### config.mk
export PLATFORM = sky130hd
export DESIGN_NAME = sprite_layer_mapper
export DESIGN_NICKNAME = d
export VERILOG_FILES = /design/src/rtl/sprite_pkg.sv /design/src/rtl/sprite_hit_unit.sv /design/src/rtl/sprite_layer_mapper.sv
export SDC_FILE = /design/constraint.sdc
export NUM_CORES = 1
export LEC_CHECK = 0
export ABC_AREA = 1
export BUFFER_PORTS_ARGS = -buffer_cell sky130_fd_sc_hd__buf_2
export CAP_MARGIN = 20
export CORE_MARGIN = 3
export CORE_UTILIZATION = 44
export CTS_BUF_LIST = sky130_fd_sc_hd__clkbuf_2
export CTS_CLUSTER_DIAMETER = 40
export CTS_CLUSTER_SIZE = 30
export DETAILED_ROUTE_END_ITERATION = 8
export SETUP_SLACK_MARGIN = 0.3
export SYNTH_ARGS = -nofsm -noshare
export SYNTH_HDL_FRONTEND = slang
export SYNTH_SLANG_ARGS = --single-unit
### constraint.sdc
create_clock -name Clk -period 3.1 [get_ports Clk]
set_clock_uncertainty 0.15 [all_clocks]
set_input_delay 0.775 -clock Clk [delete_from_list [all_inputs] [get_ports Clk]]
set_output_delay 0.775 -clock Clk [all_outputs]
set_load 0.1 [all_outputs]
### src/rtl/sprite_pkg.sv
// sprite_pkg: shared types, colour defaults and width helper for the sprite layer mapper.
package sprite_pkg;

  typedef logic [23:0] rgb24_t;

  // Per-sprite attribute record held in shadow and active banks
  typedef struct packed {
    logic [9:0] x;
    logic [9:0] y;
    logic       en;
    logic       flip;
  } sprite_attr_t;

  localparam rgb24_t KEY_COLOR_DEFAULT = 24'hEE35FF;
  localparam rgb24_t SKY_COLOR_DEFAULT = 24'h5C94FC;

  // Address width for a table of 'depth' entries, never below one bit
  function automatic int unsigned addr_width(input int unsigned depth);
    return (depth > 1) ? $clog2(depth) : 1;
  endfunction

endpackage

### src/rtl/sprite_hit_unit.sv
// sprite_hit_unit: per-sprite screen-relative offset, hit test and sprite ROM address.
module sprite_hit_unit
  import sprite_pkg::*;
#(
  parameter  int unsigned SPRITE_W = 16,
  parameter  int unsigned SPRITE_H = 16,
  localparam int unsigned CW       = addr_width(SPRITE_W),
  localparam int unsigned RW       = addr_width(SPRITE_H),
  localparam int unsigned AW       = addr_width(SPRITE_W * SPRITE_H)
) (
  input  logic [9:0]    draw_x,
  input  logic [9:0]    draw_y,
  input  sprite_attr_t  attr,
  output logic          hit_c,
  output logic [AW-1:0] addr_c
);

  logic [9:0]    dx;
  logic [9:0]    dy;
  logic [CW-1:0] col;

  // Wrapping 10-bit offsets; mirrored column is the bitwise inverse for power-of-two widths
  always_comb begin
    dx     = draw_x - attr.x;
    dy     = draw_y - attr.y;
    hit_c  = attr.en && ({1'b0, dx} < 11'(SPRITE_W)) && ({1'b0, dy} < 11'(SPRITE_H));
    col    = attr.flip ? ~dx[CW-1:0] : dx[CW-1:0];
    addr_c = AW'({dy[RW-1:0], col});
  end

endmodule

### src/rtl/sprite_layer_mapper.sv
// sprite_layer_mapper: composites keyed sprites over a scrolled tile ground and flat sky.
// Define SPRITE_HFLIP_EN to store attr_flip and mirror sprite columns.
module sprite_layer_mapper
  import sprite_pkg::*;
#(
  parameter  int unsigned NUM_SPRITES = 4,
  parameter  int unsigned SPRITE_W    = 16,
  parameter  int unsigned SPRITE_H    = 16,
  parameter  int unsigned TILE_SIZE   = 16,
  parameter  int unsigned GROUND_Y    = 416,
  parameter  rgb24_t      KEY_COLOR   = KEY_COLOR_DEFAULT,
  parameter  rgb24_t      SKY_COLOR   = SKY_COLOR_DEFAULT,
  parameter  int unsigned ROM_LATENCY = 1,
  localparam int unsigned IW          = addr_width(NUM_SPRITES),
  localparam int unsigned SAW         = addr_width(SPRITE_W * SPRITE_H),
  localparam int unsigned TAW         = addr_width(TILE_SIZE * TILE_SIZE)
) (
  input  logic                                Clk,
  input  logic                                Reset,
  input  logic                                pixel_ce,
  input  logic [9:0]                          DrawX,
  input  logic [9:0]                          DrawY,
  input  logic                                blank,
  input  logic [9:0]                          scroll_x,
  input  logic                                attr_valid,
  output logic                                attr_ready,
  input  logic [IW-1:0]                       attr_idx,
  input  logic [9:0]                          attr_x,
  input  logic [9:0]                          attr_y,
  input  logic                                attr_en,
  input  logic                                attr_flip,
  output logic [NUM_SPRITES-1:0][SAW-1:0]     spr_addr,
  input  logic [NUM_SPRITES-1:0][23:0]        spr_data,
  output logic [TAW-1:0]                      tile_addr,
  input  logic [23:0]                         tile_data,
  output logic [7:0]                          Red,
  output logic [7:0]                          Green,
  output logic [7:0]                          Blue
);

  localparam int unsigned TB = addr_width(TILE_SIZE);
  localparam int unsigned L  = ROM_LATENCY;

  sprite_attr_t           shadow [NUM_SPRITES];
  sprite_attr_t           active [NUM_SPRITES];
  logic [9:0]             scroll_q;
  logic                   commit_c;
  logic                   flip_in;
  logic [9:0]             gx_c;
  logic [NUM_SPRITES-1:0] hit_c;
  logic [SAW-1:0]         addr_c [NUM_SPRITES];
  logic [NUM_SPRITES-1:0] hit_d  [L+1];
  logic [L:0]             ground_d;
  logic [L:0]             blank_d;
  rgb24_t                 pix_c;
  rgb24_t                 rgb_q;

`ifdef SPRITE_HFLIP_EN
  assign flip_in = attr_flip;
`else
  logic unused_flip;
  assign unused_flip = attr_flip;
  assign flip_in     = 1'b0;
`endif

  // Frame start: shadow bank becomes active, attribute port stalls for this cycle
  assign commit_c   = pixel_ce && (DrawX == 10'd0) && (DrawY == 10'd0);
  assign attr_ready = Reset || !commit_c;
  assign gx_c       = DrawX + scroll_q;

  // Shadow writes and atomic commit to the active bank
  always_ff @(posedge Clk) begin
    if (Reset) begin
      for (int i = 0; i < int'(NUM_SPRITES); i++) begin
        shadow[i] <= '0;
        active[i] <= '0;
      end
      scroll_q <= '0;
    end else if (commit_c) begin
      active   <= shadow;
      scroll_q <= scroll_x;
    end else if (attr_valid) begin
      for (int i = 0; i < int'(NUM_SPRITES); i++) begin
        if (attr_idx == IW'(i)) begin
          shadow[i] <= '{x: attr_x, y: attr_y, en: attr_en, flip: flip_in};
        end
      end
    end
  end

  for (genvar g = 0; g < int'(NUM_SPRITES); g++) begin : g_hit
    sprite_hit_unit #(
      .SPRITE_W (SPRITE_W),
      .SPRITE_H (SPRITE_H)
    ) u_hit (
      .draw_x (DrawX),
      .draw_y (DrawY),
      .attr   (active[g]),
      .hit_c  (hit_c[g]),
      .addr_c (addr_c[g])
    );
  end

  // Stage 0 address/flag register and flag delay line matching ROM latency
  always_ff @(posedge Clk) begin
    if (Reset) begin
      for (int k = 0; k <= int'(L); k++) hit_d[k] <= '0;
      ground_d  <= '0;
      blank_d   <= '0;
      spr_addr  <= '0;
      tile_addr <= '0;
    end else if (pixel_ce) begin
      hit_d[0]  <= hit_c;
      ground_d  <= {ground_d[L-1:0], (DrawY >= 10'(GROUND_Y))};
      blank_d   <= {blank_d[L-1:0], blank};
      for (int i = 0; i < int'(NUM_SPRITES); i++) spr_addr[i] <= addr_c[i];
      tile_addr <= TAW'({DrawY[TB-1:0], gx_c[TB-1:0]});
      for (int k = 1; k <= int'(L); k++) hit_d[k] <= hit_d[k-1];
    end
  end

  // Priority compose: lowest opaque sprite, then ground, then sky; blanking forces black
  always_comb begin
    pix_c = SKY_COLOR;
    if (ground_d[L]) pix_c = tile_data;
    for (int i = int'(NUM_SPRITES) - 1; i >= 0; i--) begin
      if (hit_d[L][i] && (spr_data[i] != KEY_COLOR)) pix_c = spr_data[i];
    end
    if (!blank_d[L]) pix_c = '0;
  end

  // Output colour register
  always_ff @(posedge Clk) begin
    if (Reset) begin
      rgb_q <= '0;
    end else if (pixel_ce) begin
      rgb_q <= pix_c;
    end
  end

  assign Red   = rgb_q[23:16];
  assign Green = rgb_q[15:8];
  assign Blue  = rgb_q[7:0];

endmodule

==> results of run 1 <==
-- placed cells by master, fill, tap and decap left out, types with 4 or more instances in the layout --
master and n:
a211oi_1 8, a211oi_2 80, a21oi_1 127, a22o_1 12, a31o_2 4, buf_12 9, buf_2 221, buf_4 40
clkbuf_2 47, clkinv_4 12, clkinvlp_4 7, dfxtp_1 240, diode_2 5, dlygate4sd3_1 50, edfxtp_1 8, fa_1 9
ha_1 75, inv_1 312, nand2_1 567, nand3_1 164, nand3_4 5, nand3b_1 20, nand4_1 126, nor2_1 181
nor4_4 4, o21ai_0 74, or2_2 7, xnor2_1 8, xor2_1 6
-- metrics by stage --
stage | power (mW) | utilization
after floorplan | 4.32 | -
after global placement | 4.79 | 0.495
after detailed placement | 4.80 | 0.495
after CTS | 7.21 | 0.528
after global routing | 7.51 | 0.531
final | 7.13 | 0.531
-- Yosys cell counts (2+ instances only) --
cell      instances
nand3b_1         20
fa_1              9
ha_1             75
o21ai_0          74
nand2_1         569
a211oi_2         80
nor3_1            3
a22o_1           12
a21oi_1         127
xor2_1            6
clkbuf_1         57
buf_4             4
edfxtp_1          8
dfxtp_1         240
nand3_2           2
nand4_1         126
or2_2             7
a31o_2            4
nor4_1            2
a21o_1            2
nand3_4           4
inv_1           313
o211ai_1          2
o22ai_1           3
o21a_1            3
nand3_1         164
buf_2            27
buf_6            18
xnor2_1           8
buf_1             8
a211oi_1          8
nor2_1          184
-- cells by family (layout without fill, tap and decap cells) --
group / Yosys count / count (layout) / share of synthesized area
XOR/XNOR: 14 / 14 / 0.00808
AO/OA/AOI/OAI: 317 / 317 / 0.151
other: 0 / 5 / 0
adder cells (fa/ha/maj): 84 / 84 / 0.0737
AND/OR/NAND/NOR: 1087 / 1087 / 0.317
buffers and inverters: 427 / 721 / 0.118
flip-flops: 248 / 248 / 0.333
-- critical path, stage by stage --
cell	delay, ns
buf_12	0.12
nor2_4	0.10
nand2_2	0.06
nor4_4	0.33
nand4_1	0.22
buf_12	0.23
-- worst paths after layout --
path | slack, ns | depth (start not counted) | startpoint | to
worst max-delay path | 0.32 | 6 | DrawY[4] | attr_ready
worst max register to register | 0.64 | 12 | active[2] | hit_d[0][3]
worst min register to register | 0.31 | 2 | spr_addr[14] | spr_addr[14]
worst min-delay path | 0.14 | 7 | spr_data[46] | rgb_q[22]
-- area by class of cell --
| type | instances | area (um^2) | share of cell area |
|---|---|---|---|
| antenna | 5 | 12.5 | 0.000697 |
| clock buffer | 47 | 235 | 0.0131 |
| clock inverter | 35 | 343 | 0.0191 |
| inverter | 313 | 1180 | 0.0656 |
| multi-input combinational | 1502 | 8420 | 0.469 |
| sequential | 248 | 5040 | 0.281 |
| tap | 448 | 561 | 0.0312 |
| timing repair buffer | 326 | 2150 | 0.120 |
-- registers in the layout (all words and copies together), names as in the netlist --
name	cells
rgb_q	24
tile_addr	8
shadow	84
hit_d	8
spr_addr	32
scroll_q	4
active	84
blank_d	2
ground_d	2
-- routing by layer --
metal,part of all wire,global-route usage,up-vias,wire [um]
li1,-,-,7712,-
met1,0.46,0.362,6964,23700
met2,0.45,0.447,460,23200
met3,0.065,0.0564,94,3370
met4,0.035,0.0957,0,1810
met5,0,0,-,0
-- what timing repair did --
item                                    4_1_cts  5_1_grt
gates resized for setup                       9       26
hold endpoints to repair                    113        0
pin swaps                                     2        7
buffers inserted                              1        1
hold buffers                                 50        0
endpoints found under the setup margin        7        2
-- power groups by stage --
stage	Clock (mW)	Combinational (mW)	Sequential, mW
after global placement	0	1.40	3.40
after detailed placement	0	1.40	3.40
final	2.32	1.47	3.33
after floorplan	0	0.671	3.65
after CTS	2.41	1.46	3.34
after global routing	2.56	1.61	3.35
==> results_dict.tcl, run 1 <==
set metrics [dict create \
    synth_edf_count 8 \
    gp_congestion 0.922 \
    n_fill_cell 3406 \
    synth.area.top_cells "dfxtp_1 (32%), nand2_1 (14%), inv_1 (7.7%), a211oi_2 (6.6%), ha_1 (6.2%)" \
    fin_nets 2699 \
    yosys_warnings 0 \
    syn_area_per_cell_um2 6.97 \
    clkSlewWorstSetupHoldPaths_ns 0.14 \
    first_iter_violations 1084 \
    setup_tns_ns 0 \
    crit_type "input port to output pin" \
    clk_latency_ns 1.01 \
    yosys.area.top_type "dfxtp_1" \
    stdcell_count 2924 \
    syn_area_mm2 0.0152 \
    period_minus_slack_ns 2.78 \
    cts-buffers-inserted 45 \
    period_share 0.897 \
    start_util 0.449 \
    dr.pass1.iters 5 \
    clkPwrFrac 0.325 \
    vdd_drop_max_mv 0.454 \
    outcome "finished clean" \
    h-tree-depth 2 \
    tightest_slew_ns 1.14 \
    core_area_mm2 0.0338 \
    worst_slack_ns 0.319 \
    powerDensity_mw_per_mm2 397 \
    synth.distinct_cells 40 \
    worstPathRequired_ns 2.17 \
    intPower_mw 4.55 \
    route.detailed.drc 0 \
    grt_max_degree 174 \
    dp_hpwl_mm 38.9 \
    wl_mm 52.0 \
    grt_util_all_layers 0.275 \
    finalSetupViolations 0 \
    dp_slack_ns 0.0192 \
    rows 67 \
    drive_above_1_share 0.189 \
    pin_count 244 \
    vias 15230 \
    max_cap_violations 0 \
    max-slew-margin-rel 0.242 \
    p_seq_frac 0.468 \
    hold_class "input port to flop" \
    cp-start-kind "input port" \
    routedWlPerCell_um 17.8 \
    drtAntennaViolNets 0 \
    hold_slack_ns 0.136 \
    dieArea_mm2 0.0367 \
    cp-end-kind "output pin" \
    combPwrFrac 0.207 \
    ys.flop_type "dfxtp_1" \
    p_switching_mw 2.58 \
    grt.overflow.total 0 \
    yosysTopAreaCellShare 0.317 \
    cts_root_buf "clkbuf_2" \
    io_buffers 236 \
    post_dp_cell_area_mm2 0.0167 \
    placedCellCount 2785 \
    rsz0062_at_grt "true" \
    grt_pass1_wl_mm 78.2 \
    slew_violations 0 \
    ys_async_sr_fraction 0 \
    ys_seq_area_frac 0.333 \
    hold_viol_final 0 \
    cts.path.max_buffers 3 \
    viasPerCell 5.21 \
    fmax_mhz 360 \
    synth_nets 2440 \
    synthToLayoutAreaGrowth_pct 18.2 \
    syn_inst 2177 \
    worstPathArrival_ns 1.86 \
    crit_fanout 5 \
    grt_pass1_vias 14079 \
    clock-sinks 248 \
    die_w_um 192 \
    die_height_um 192 \
    p_sw_frac 0.362 \
    antenna_found_initial 4 \
    cts_tree "built" \
    stdcell_area_mm2 0.0179 \
    leakage_nw 8.58 \
    ys_ff_latch 248 \
]
Note: power is estimated with default switching activity, not from simulation.
==> run 2: changes to the inputs <==
--- a/config.mk
+++ b/config.mk
@@ -9,11 +9,12 @@
 export BUFFER_PORTS_ARGS = -buffer_cell sky130_fd_sc_hd__buf_2
 export CAP_MARGIN = 20
 export CORE_MARGIN = 3
-export CORE_UTILIZATION = 44
+export CORE_UTILIZATION = 59
 export CTS_BUF_LIST = sky130_fd_sc_hd__clkbuf_2
 export CTS_CLUSTER_DIAMETER = 40
 export CTS_CLUSTER_SIZE = 30
 export DETAILED_ROUTE_END_ITERATION = 8
+export PLACE_DENSITY = 0.83
 export SETUP_SLACK_MARGIN = 0.3
 export SYNTH_ARGS = -nofsm -noshare
 export SYNTH_HDL_FRONTEND = slang
==> run 2 against run 1 <==
Against the previous run: first-iteration DRC count up 40%; core utilization up 15 points; clock-buffer cell count down 11; largest power group unchanged; cell area down 4.5%; clock power down 6%; worst setup slack better by 0.014 ns; via count up 0.24%; global-route usage up 5.1 points; die area down 25%; cell count down 6.5%.
==> results_dict.tcl, run 2 (synthesis gave the netlist of run 1 again) <==
set metrics [dict create \
    gp_congestion 1.00 \
    route.detailed.drc 0 \
    dp_hpwl_mm 35.9 \
    final_cell_mix "nand2_1 (567), inv_1 (312), dfxtp_1 (240), buf_2 (229), nor2_1 (181)" \
    antenna_found_initial 2 \
    routedWlPerCell_um 17.2 \
    clkSlewWorstSetupHoldPaths_ns 0.25 \
    cts_root_buf "clkbuf_2" \
    hold_viol_final 0 \
    cp-start-kind "input port" \
    biggestRegsByFlops "active: 84 flops, shadow: 84 flops, spr_addr: 32 flops" \
    period_share 0.893 \
    tightest_slew_ns 0.951 \
    synthToLayoutAreaGrowth_pct 12.9 \
    first_iter_violations 1522 \
    cts_tree "built" \
    crit_type "input port to output pin" \
    outcome "finished clean" \
    dieArea_mm2 0.0277 \
    crit_fanout 3 \
    drive_above_1_share 0.185 \
    hold_start "attr_y[4]" \
    max-slew-margin-rel 0.366 \
    clock-sinks 248 \
    die_w_um 166 \
    fin_util 0.678 \
    min_path_cells 3 \
    cts-buffers-inserted 35 \
    pin_count 244 \
    fin_nets 2638 \
    grt.overflow.total 0 \
    grt_util_all_layers 0.326 \
    worstPathRequired_ns 2.17 \
    hold_path_end "shadow[72]" \
    cp-end-kind "output pin" \
    viasPerCell 5.59 \
    grt_pass1_wl_mm 73.3 \
    vias 15266 \
    slew_violations 0 \
    vdd_drop_max_mv 0.409 \
    worst_slack_ns 0.333 \
    hold_class "input port to flop" \
    setup_tns_ns 0 \
    leakage_nw 8.31 \
    rsz0062_at_grt "false" \
    h-tree-depth 2 \
    powerDensity_mw_per_mm2 404 \
    wl_mm 47.0 \
    dp_slack_ns 0.0171 \
    io_buffers 236 \
    clk_latency_ns 0.86 \
    start_util 0.601 \
    dr.pass1.iters 7 \
    final_common_cell "nand2_1" \
    r2r_cells 7 \
    max_cap_violations 0 \
    drtAntennaViolNets 0 \
    hold_slack_ns 0.0647 \
    r2r-start "hit_d[0][7]" \
    fmax_mhz 361 \
    core_area_mm2 0.0253 \
    cts.path.max_buffers 3 \
    grt_max_degree 174 \
    finalSetupViolations 0 \
    reg2reg_setup_slack_ns 0.50 \
    grt_pass1_vias 13945 \
    period_minus_slack_ns 2.77 \
    reg2reg_to "rgb_q[6]" \
    rows 58 \
    worstPathArrival_ns 1.84 \
    die_height_um 166 \
]
-- run 2: changes by cell type in the layout (fill, tap and decap cells not counted), moves of 5 or more --
cell | previous run | this run
clkinvlp_4 | 7 | 2
clkbuf_2 | 47 | 36
inv_6 | 3 | 8
clkinv_4 | 12 | 5
buf_2 | 221 | 229
buf_4 | 40 | 33
dlygate4sd3_1 | 50 | 4
-- run 2: critical path, stage by stage --
cell,delay (ns)
buf_2,0.11
inv_4,0.07
buf_6,0.12
nand2_2,0.07
nor4_4,0.29
nand4_1,0.19
buf_12,0.22
-- run 2: timing repair --
action | 4_1_cts | 5_1_grt
endpoints found under the hold margin | 3 | 1
hold buffers | 3 | 1
endpoints found under the setup margin | 1 | 1
pin swaps | 3 | 3
buffers inserted | 1 | 2
gates resized for setup | 6 | 15
-- run 2: area by class of cell --
type	count	area (um^2)
Tap cell	330	413
Multi-Input combinational cell	1502	8410
Inverter	313	1180
Clock buffer	36	180
Antenna cell	1	2.50
Sequential cell	248	5040
Fill cell	2237	8120
Clock inverter	28	329
Timing Repair Buffer	275	1580
-- run 2: worst max-delay path by stage --
| stage | from | to | slack [ns] | depth (start not counted) |
|---|---|---|---|---|
| final | DrawY[0] | attr_ready | 0.33 | 7 |
| after global routing | DrawX[8] | attr_ready | 0.28 | 6 |
| after CTS | DrawY[5] | attr_ready | 0.31 | 5 |
| after detailed placement | DrawX[0] | hit_d[0][1] | 0.02 | 14 |
| after global placement | DrawX[0] | hit_d[0][1] | 0.04 | 14 |
| after floorplan | DrawX[9] | attr_ready | 0.0002 | 5 |
-- run 2: report_power, final --
group	internal [mW]	leakage [nW]	switching, mW
Clock	0.801	0.309	1.39
Combinational	0.402	5.96	0.982
Sequential	3.29	2.04	0.0538
-- run 2: through the flow --
stage	cell area (um^2)	power (mW)	std cells
global placement	16500	4.74	2661
CTS	17100	6.93	2729
global route	17100	7.23	2733
detailed placement	16500	4.76	2661
floorplan	15200	4.32	2177
finish	17100	6.92	2733
-- run 2: per-layer routing --
metal / vias to the layer above / part of all wire / track usage
met5: - / 0.00036 / 0
met4: 2 / 0.041 / 0.132
met3: 139 / 0.079 / 0.0498
met2: 692 / 0.46 / 0.534
met1: 6878 / 0.42 / 0.433
li1: 7555 / - / -
